**src/rtl/cadder_tree_pkg.sv**
```systemverilog
// cadder_pkg: width, latency and saturation helpers shared by the complex adder tree
package cadder_pkg;
  function automatic int clog2(input int n);
    int r;
    r = 0;
    for (int p = 1; p < n; p = p * 2) r++;
    return r;
  endfunction
  function automatic int swidth(input int dw, input int n);
    return dw + clog2(n);
  endfunction
  function automatic int latency(input int n);
    return clog2(n) + 2;
  endfunction
  function automatic int sat_max(input int ow);
    return (1 << (ow - 1)) - 1;
  endfunction
  function automatic int sat_min(input int ow);
    return -(1 << (ow - 1));
  endfunction
  localparam int SWIDTH = swidth(16, 8);
  localparam int L = latency(8);
endpackage

```
**src/rtl/cadder_tree_if.sv**
```systemverilog
// cadder_tree_if: streaming complex-lane input and rounded/saturated output bundle
interface cadder_tree_if #(
  parameter int DWIDTH = 16,
  parameter int NUM_IN = 8,
  parameter int OWIDTH = DWIDTH + 3
);
  logic                       din_valid;
  logic [NUM_IN*2*DWIDTH-1:0] din;
  logic [NUM_IN-1:0]          lane_mask;
  logic [3:0]                 shift;
  logic                       ovf_clr;
  logic                       dout_valid;
  logic [2*OWIDTH-1:0]        dout;
  logic                       dout_sat;
  logic                       ovf_flag;
  modport master (
    output din_valid, din, lane_mask, shift, ovf_clr,
    input  dout_valid, dout, dout_sat, ovf_flag
  );
  modport slave (
    input  din_valid, din, lane_mask, shift, ovf_clr,
    output dout_valid, dout, dout_sat, ovf_flag
  );
endinterface

```
**src/rtl/cadder_tree_adder_tree.sv**
```systemverilog
// adder_tree: masked real lanes -> registered binary tree -> round half-up, saturate
module adder_tree
  import cadder_pkg::*;
#(
  parameter int DWIDTH    = 16,
  parameter int NUM_IN    = 8,
  parameter int OWIDTH    = DWIDTH + 3,
  parameter bit HAS_VALID = 1'b1
) (
  input  logic                     clk,
  input  logic                     rst,
  input  logic                     vld_in,
  input  logic                     en_in,
  input  logic [NUM_IN*DWIDTH-1:0] lanes,
  input  logic [NUM_IN-1:0]        mask,
  input  logic [3:0]               shift,
  output logic                     en_out,
  output logic                     vld_out,
  output logic [OWIDTH-1:0]        dout,
  output logic                     sat
);
  localparam int LG = clog2(NUM_IN);
  localparam int SW = swidth(DWIDTH, NUM_IN);
  localparam int NN = 2 * NUM_IN - 1;
  localparam logic signed [SW:0] SMAX = (SW+1)'(sat_max(OWIDTH));
  localparam logic signed [SW:0] SMIN = (SW+1)'(sat_min(OWIDTH));
  // leaves occupy node[0..NUM_IN-1]; node n >= NUM_IN sums node[2(n-NUM_IN)] and its sibling
  logic signed [SW-1:0] node [NN];
  logic [3:0]           sh [LG+1];
  logic [3:0]           sh_c;
  logic signed [SW:0]   rnd, sum_r;
  logic                 en;
  always_ff @(posedge clk) begin
    for (int k = 0; k < NUM_IN; k++)
      node[k] <= rst || !mask[k] ? '0 : SW'($signed(lanes[k*DWIDTH +: DWIDTH]));
    for (int n = NUM_IN; n < NN; n++)
      node[n] <= rst ? '0 : node[2*(n-NUM_IN)] + node[2*(n-NUM_IN)+1];
    sh[0] <= rst ? '0 : shift;
    for (int l = 1; l <= LG; l++)
      sh[l] <= rst ? '0 : sh[l-1];
  end
  if (HAS_VALID) begin : g_vld
    logic [LG:0] vld;
    wire unused_en = en_in;
    always_ff @(posedge clk) begin
      vld     <= rst ? '0 : {vld[LG-1:0], vld_in};
      vld_out <= !rst && vld[LG];
    end
    assign en = vld[LG];
  end else begin : g_nvld
    wire unused_vld = vld_in;
    assign en      = en_in;
    assign vld_out = 1'b0;
  end
  assign en_out = en;
  // one extra bit keeps the rounding increment from wrapping
  always_comb begin
    sh_c  = 32'(sh[LG]) >= SW ? 4'(SW - 1) : sh[LG];
    rnd   = sh_c == 4'd0 ? '0 : (SW+1)'(1) << (sh_c - 4'd1);
    sum_r = ($signed({node[NN-1][SW-1], node[NN-1]}) + rnd) >>> sh_c;
  end
  always_ff @(posedge clk)
    if (rst) begin
      dout <= '0;
      sat  <= 1'b0;
    end else if (en) begin
      dout <= sum_r > SMAX ? SMAX[OWIDTH-1:0] : sum_r < SMIN ? SMIN[OWIDTH-1:0] : sum_r[OWIDTH-1:0];
      sat  <= sum_r > SMAX || sum_r < SMIN;
    end
endmodule

```
**src/rtl/cadder_tree.sv**
```systemverilog
// cadder_tree: complex masked lane sum with rounding shift, saturation and sticky overflow
module cadder_tree
  import cadder_pkg::*;
#(
  parameter int DWIDTH = 16,
  parameter int NUM_IN = 8,
  parameter int OWIDTH = DWIDTH + 3
) (
  input logic         clk,
  input logic         rst,
  cadder_tree_if.slave bus
);
  logic [NUM_IN*DWIDTH-1:0] lanes_i, lanes_q;
  logic [OWIDTH-1:0]        dout_i, dout_q;
  logic                     en, sat_i, sat_q;
  logic [1:0]               unused_q;
  for (genvar k = 0; k < NUM_IN; k++) begin : g_lane
    assign lanes_i[k*DWIDTH +: DWIDTH] = bus.din[(2*k+1)*DWIDTH +: DWIDTH];
    assign lanes_q[k*DWIDTH +: DWIDTH] = bus.din[2*k*DWIDTH +: DWIDTH];
  end
  adder_tree #(.DWIDTH(DWIDTH), .NUM_IN(NUM_IN), .OWIDTH(OWIDTH), .HAS_VALID(1'b1)) u_i (
    .clk(clk), .rst(rst), .vld_in(bus.din_valid), .en_in(1'b0), .lanes(lanes_i),
    .mask(bus.lane_mask), .shift(bus.shift), .en_out(en), .vld_out(bus.dout_valid),
    .dout(dout_i), .sat(sat_i)
  );
  // Q follows the I valid pipeline through en
  adder_tree #(.DWIDTH(DWIDTH), .NUM_IN(NUM_IN), .OWIDTH(OWIDTH), .HAS_VALID(1'b0)) u_q (
    .clk(clk), .rst(rst), .vld_in(1'b0), .en_in(en), .lanes(lanes_q),
    .mask(bus.lane_mask), .shift(bus.shift), .en_out(unused_q[0]), .vld_out(unused_q[1]),
    .dout(dout_q), .sat(sat_q)
  );
  assign bus.dout     = {dout_i, dout_q};
  assign bus.dout_sat = sat_i | sat_q;
  always_ff @(posedge clk)
    bus.ovf_flag <= !rst && ((bus.dout_valid && bus.dout_sat) || (bus.ovf_flag && !bus.ovf_clr));
endmodule

```
**src/flat_wrapper.sv**
```systemverilog
// flat-port wrapper written by rule: the top's interface ports become plain ports
module cadder_tree_flat import cadder_pkg::*;
#(
  parameter int DWIDTH = 16,
  parameter int NUM_IN = 8,
  parameter int OWIDTH = DWIDTH + 3
)
  (clk, rst, bus_din_valid, bus_din, bus_lane_mask, bus_shift, bus_ovf_clr, bus_dout_valid, bus_dout, bus_dout_sat, bus_ovf_flag);
  cadder_tree_if #(.DWIDTH(DWIDTH), .NUM_IN(NUM_IN), .OWIDTH(OWIDTH)) bus_i ();
  input logic clk;
  input logic rst;
  input wire logic [$bits(bus_i.din_valid)-1:0] bus_din_valid;
  input wire logic [$bits(bus_i.din)-1:0] bus_din;
  input wire logic [$bits(bus_i.lane_mask)-1:0] bus_lane_mask;
  input wire logic [$bits(bus_i.shift)-1:0] bus_shift;
  input wire logic [$bits(bus_i.ovf_clr)-1:0] bus_ovf_clr;
  output wire logic [$bits(bus_i.dout_valid)-1:0] bus_dout_valid;
  output wire logic [$bits(bus_i.dout)-1:0] bus_dout;
  output wire logic [$bits(bus_i.dout_sat)-1:0] bus_dout_sat;
  output wire logic [$bits(bus_i.ovf_flag)-1:0] bus_ovf_flag;
  assign bus_i.din_valid = bus_din_valid;
  assign bus_i.din = bus_din;
  assign bus_i.lane_mask = bus_lane_mask;
  assign bus_i.shift = bus_shift;
  assign bus_i.ovf_clr = bus_ovf_clr;
  assign bus_dout_valid = bus_i.dout_valid;
  assign bus_dout = bus_i.dout;
  assign bus_dout_sat = bus_i.dout_sat;
  assign bus_ovf_flag = bus_i.ovf_flag;
  cadder_tree #(.DWIDTH(DWIDTH), .NUM_IN(NUM_IN), .OWIDTH(OWIDTH)) u_core (.clk(clk), .rst(rst), .bus(bus_i));
endmodule
```
**config.mk**
```make
export PLATFORM = sky130hd
export DESIGN_NAME = cadder_tree_flat
export DESIGN_NICKNAME = d
export VERILOG_FILES = /design/src/rtl/cadder_tree_pkg.sv /design/src/rtl/cadder_tree_if.sv /design/src/rtl/cadder_tree_adder_tree.sv /design/src/rtl/cadder_tree.sv /design/src/flat_wrapper.sv
export SDC_FILE = /design/constraint.sdc
export NUM_CORES = 1
export LEC_CHECK = 0
export CELL_PAD_IN_SITES_DETAIL_PLACEMENT = 1
export CELL_PAD_IN_SITES_GLOBAL_PLACEMENT = 2
export CORE_MARGIN = 5
export CORE_UTILIZATION = 36
export CTS_CLUSTER_DIAMETER = 40
export DETAILED_ROUTE_END_ITERATION = 8
export PLACE_DENSITY = 0.88
export SLEW_MARGIN = 30
export SYNTH_ARGS = -nofsm -noshare
export SYNTH_HDL_FRONTEND = slang
export SYNTH_SLANG_ARGS = --single-unit
```
**constraint.sdc**
```tcl
create_clock -name clk -period 4.84 [get_ports clk]
set_input_delay 0.726 -clock clk [delete_from_list [all_inputs] [get_ports clk]]
set_output_delay 0.726 -clock clk [all_outputs]
set_load 0.01 [all_outputs]
```
* After elaboration in Yosys (flattened, before gate mapping) *
Memory sizes are Yosys's and may differ from the RTL's.
Cells that the tools add are included.
Widths: inputs -> output; s select.

storage, ports and cells
  register bits after elaboration = 46
  bits in writable memories = 602
  bits of input ports = 272
  output and inout bits = 41
  word-level logic and storage cells = 108
  memories kept = 4

memories
  memory           depth  bits a word  rd ports  clocked after memory_dff  write ports  RTL line                      RTL
  u_core.u_i.node  15     19           15        0                         15           cadder_tree_adder_tree.sv:28  logic signed [SW-1:0] node [NN];
  u_core.u_q.node  15     19           15        0                         15           cadder_tree_adder_tree.sv:28
  u_core.u_i.sh    4      4            4         0                         4            cadder_tree_adder_tree.sv:29  logic [3:0] sh [LG+1];
  u_core.u_q.sh    4      4            4         0                         4            cadder_tree_adder_tree.sv:29

cells by class
  add/subtract/negate cells = 18
  order comparisons = 4
  shift-type cells = 4
  multiplexer cells = 43
  bitwise operators = 1
  reductions and logical operators = 27

operators with widths
  kind                  count
  $mux 19               34
  $add 19x19->19        14
  $add 19x20->20        2
  $gt 20x19->1 const B  2
  $lt 20x19->1 const B  2
  $mux 20               2
  $shl 1x4->20 const A  2
  $sshr 20x4->20        2
  $mux 4                7
  $logic_or 1x1->1      11
  $logic_not 1->1       10
  $logic_not 4->1       2
  $sub 4x1->4 const B   2
  $logic_and 1x1->1     4
  $or 1x1->1            1

* Logic depth before layout (Yosys ltp) *
An unclocked memory read counts as a cell.

  depth after elaboration = 9
  mapped depth = 19
  depth with buffers taken out = 16

* Hierarchy *
A second synthesis with hierarchy kept.

unflattened totals
  cells, all modules = 3353
  area total of the unflattened synthesis = 30347.9 um2

by module, submodules not included
  module                    times used  cells each  area each (um2)  seq. area each (um2)
  adder_tree at u_core.u_q  1           1693        15292.2          5945.7
  adder_tree at u_core.u_i  1           1654        15009.4          6045.8
  cadder_tree               1           6           46.3             20.0

* Worst setup path after synthesis *
OpenSTA, ideal clock, no wires.

  path kind = reg-to-reg
  start point = memory u_core.u_i.sh[3][0]
  end point = register u_core.u_q.dout[5]
  library setup time = 0.103 ns
  arrival time = 4.307 ns
  required time = 4.737 ns
  path slack = 0.429 ns
  stages on the path, launching flop included = 17
  buffers on the path = 3
  period minus slack after synthesis = 4.411 ns
  path through = dfxtp_1 buf_4 clkbuf_1 clkbuf_1 nand2_1 nor2_1 ha_1 a21oi_1 a211oi_2 nor4b_1 a211oi_4 o31ai_4 mux2i_1 or3_1 o211ai_1 a31o_2 a2111oi_2

RTL lines
  what                  RTL line                      RTL
  from (decl)           cadder_tree_adder_tree.sv:29
  to (signal assigned)  cadder_tree_adder_tree.sv:67  dout <= sum_r > SMAX ? SMAX[OWIDTH-1:0] : sum_r < SMIN ? SMIN[OWIDTH-1:0] : sum_r[OWIDTH-1:0];
  to (decl)             cadder_tree_adder_tree.sv:19  output logic [OWIDTH-1:0] dout,

==> reports/summary.txt <==
Crit path time final: 4440 ps
Mapped Cells: 3247
Clock skew: 45.0 ps
Power per cell area: 383 nW/µm²
Final Setup Violations: 0
Worst hold path type: flop to flop
Slew Viols, Final: 0
Post-cts repair resize count: 0
Clock Latency Late Sink: 650 ps
Nets: 4149
Async set-reset flop share out of synthesis: 0
WHS Path Cells: 1
Post-synth EDFFs: 0
Max-cap viol count: 0
CTS root buffer: clkbuf_16
Most frequent cell on the critical path: a31o_2
Crit Path Class: flop to flop
Chip Width: 296 µm
Leak Pwr: 16.4 nW
CTS hold repair buffers: 0
CP max stage cell: xnor2_1
Post-CTS Setup Bufs: 0
Initial DRT Pass Iterations: 5
P&R area growth vs syn: 27.4%
Die extent in y: 296 µm
DIE AREA: 87300 µm²
CP peak stage delay: 550 ps
Critical path required time: 5370 ps
Via/cell ratio: 5.15
RR Startpoint: u_core.u_i.sh[3][1]$_SDFF_PP0_
Wire per inst: 18.7 µm
Predominant post-synthesis flop cell: dfxtp_1
Status: completed
Drt drc: 0
CP cell instances: inv_2, nand2_1, nor2_1, ha_1, inv_1, fa_1, nor2b_1, o31ai_1, a31o_2, a21oi_1, o311ai_0, xnor2_1, o21a_1, a221oi_1, a31o_2, a2111oi_2
Row cnt: 104
# IOs: 313
Crit path max fanout: 17
Largest net degree at the start of global routing: 155
Slew margin rel.: 0.398
Share of cells above drive strength 1: 0.0791
RSZ-0062 raised after global routing: false
Initial DRC Count: 1081
Fin. Hold Viols: 0
Setup TNS Final: 0 ps
Fillcell total: 9186
Number of buffers added on ports: 312
Cell Area, Synth: 29300 µm²
Total GRT Usage: 0.199
TritonCTS Buffers: 102
Ys Warns: 0
Detail Placement HPWL: 68000 µm
Setup ws final: 403 ps
Longest Clk Path Bufs: 3
Avg Cell Area, Syn: 9.04 µm²
CTS tree: done
Core Region: 80700 µm²
Crit end category: flop
Clock Sinks: 584
Reg2reg path depth: 16
Period utilization: 0.917
FF+latch count, synth: 584
Crit path launch: u_core.u_i.sh[3][1]$_SDFF_PP0_
Routability cong.: 0.907
H-tree depth: 3
Post-Place Worst Slack: 199 ps
Synth unique cells: 79
Grt ovf: 0
Worst hold start: u_core.u_i.g_vld.vld[2]$_SDFF_PP0_
Worst-margin pin slew: 880 ps
Register area share after synthesis: 0.398
Vias: 24500
Peak VDD IR: 0.245 mV
Clock transition at path regs: 50 ps
Startpoint types: flop
PnR Total Power: 14.3 mW
Initial antenna violation count: 14
First-pass GRT wire length: 140000 µm
Fmax: 225 MHz
Initial core utilization: 0.364
Final ANT Viol Nets: 0
Final wirelength: 88500 µm
Vias in the first global route: 25700
Crit path DAT: 4970 ps
-- power by group --
group          switching [mW]  internal [mW]
Sequential              0.133           5.07
Combinational           0.814          0.735
Clock                    2.66           4.89
Total                    3.61           10.7
-- cell usage in the layout, fill, tap and decap left out, types with 13 or more instances in the layout --
cell type,count
a211o_1,13
fa_1,16
xnor2_1,82
mux2_2,18
xor2_1,93
a211oi_1,39
nor2b_1,73
nand2b_1,39
ha_1,266
and2_1,283
or3_1,41
nor2_1,323
bufinv_16,15
a21oi_1,193
a21o_1,47
and3_1,40
nand2_1,146
nor3_1,128
a41oi_1,14
nand3_1,57
o211ai_1,31
inv_1,132
clkdlybuf4s50_1,311
or4_1,15
nor4_1,16
o31ai_1,17
o21a_1,21
clkbuf_16,102
a21boi_0,26
or2_2,14
nand4_1,21
o21ai_0,143
buf_4,31
a31oi_1,32
mux2i_1,23
dfxtp_1,583
-- registers in the layout, indices dropped and copies added, names as in the netlist --
name,count
u_core.u_i.sh,8
u_core.u_q.dout,19
u_core.u_q.sh,8
u_core.u_i.sat,1
u_core.bus.ovf_flag,1
u_core.u_i.g_vld.vld,4
u_core.u_q.node,261
u_core.u_i.dout,19
u_core.u_i.vld_out,1
u_core.u_i.node,261
u_core.u_q.sat,1
-- metrics by stage --
stage / std cells / util / cell area [µm²] / hold slack (ps)
floorplan: 3248 / - / 29300 / 414
global placement: 4551 / 0.418 / 33700 / 432
detailed placement: 4551 / 0.418 / 33700 / 432
CTS: 4738 / 0.463 / 37400 / 448
global route: 4743 / 0.463 / 37400 / 463
finish: 4745 / 0.464 / 37400 / 442
-- worst max-delay path, delay by kind of cell, from the launching register on --
family | cells | cell delay (ps)
compound gates | 8 | 1820
simple gates | 3 | 640
fa+ha+maj | 2 | 640
xor+xnor | 1 | 550
flops | 1 | 360
buf+inv | 2 | 350
-- cells in the mapped netlist, drive strengths merged, types with 16 or more instances --
library cell | instances | area share
nor2b | 81 | 0.017
or3 | 41 | 0.0087
and3 | 40 | 0.0085
fa | 16 | 0.011
nor4 | 16 | 0.0034
and2 | 283 | 0.060
nand2 | 147 | 0.019
dfxtp | 584 | 0.40
mux2 | 18 | 0.0069
nand2b | 39 | 0.0083
mux2i | 24 | 0.0082
nor2 | 323 | 0.041
o211ai | 31 | 0.0079
a21o | 47 | 0.012
o31ai | 18 | 0.0051
o21ai | 150 | 0.026
a211oi | 41 | 0.011
nand3 | 57 | 0.0097
a21boi | 26 | 0.0067
xor2 | 94 | 0.028
a31oi | 32 | 0.0068
inv | 135 | 0.017
clkbuf | 83 | 0.011
xnor2 | 82 | 0.024
nand4 | 21 | 0.0045
nor3 | 128 | 0.022
a21oi | 193 | 0.033
o21a | 21 | 0.0054
buf | 19 | 0.0031
ha | 266 | 0.11
-- final cells by class --
cell class                 count  area, µm²  share of cell area
timing repair buffer         345       3390              0.0907
clock buffer                 122       2730              0.0729
multi-input combinational   2426      16800               0.449
sequential                   584      11700               0.313
clock inverter                65        943              0.0252
inverter                     136        510              0.0137
antenna                        7       17.5            0.000468
tap                         1060       1330              0.0355
-- cell families after synthesis --
group | after synthesis | synth area share
compound gates | 694 | 0.156
xor+xnor | 176 | 0.0525
fa+ha+maj | 284 | 0.125
buf+inv | 238 | 0.0311
flops | 584 | 0.398
mux | 51 | 0.0220
other cells | 1 | 0.000128
simple gates | 1219 | 0.215
-- final timing paths --
kind / endpoint / slack, ps
worst min register to register: u_core.u_i.g_vld.vld[3]$_SDFF_PP0_ / 440
worst max register to register: u_core.u_q.dout[5]$_SDFFE_PP0P_ / 400
worst max-delay path: u_core.u_q.dout[5]$_SDFFE_PP0P_ / 400
worst min-delay path: u_core.u_i.g_vld.vld[3]$_SDFF_PP0_ / 440
-- metal layers --
metal	share of wire	track usage
met5	0.00099	0
met3	0.050	0.0376
met4	0.025	0.0611
met1	0.46	0.262
met2	0.46	0.334
Power figures use the tool's default switching activity.
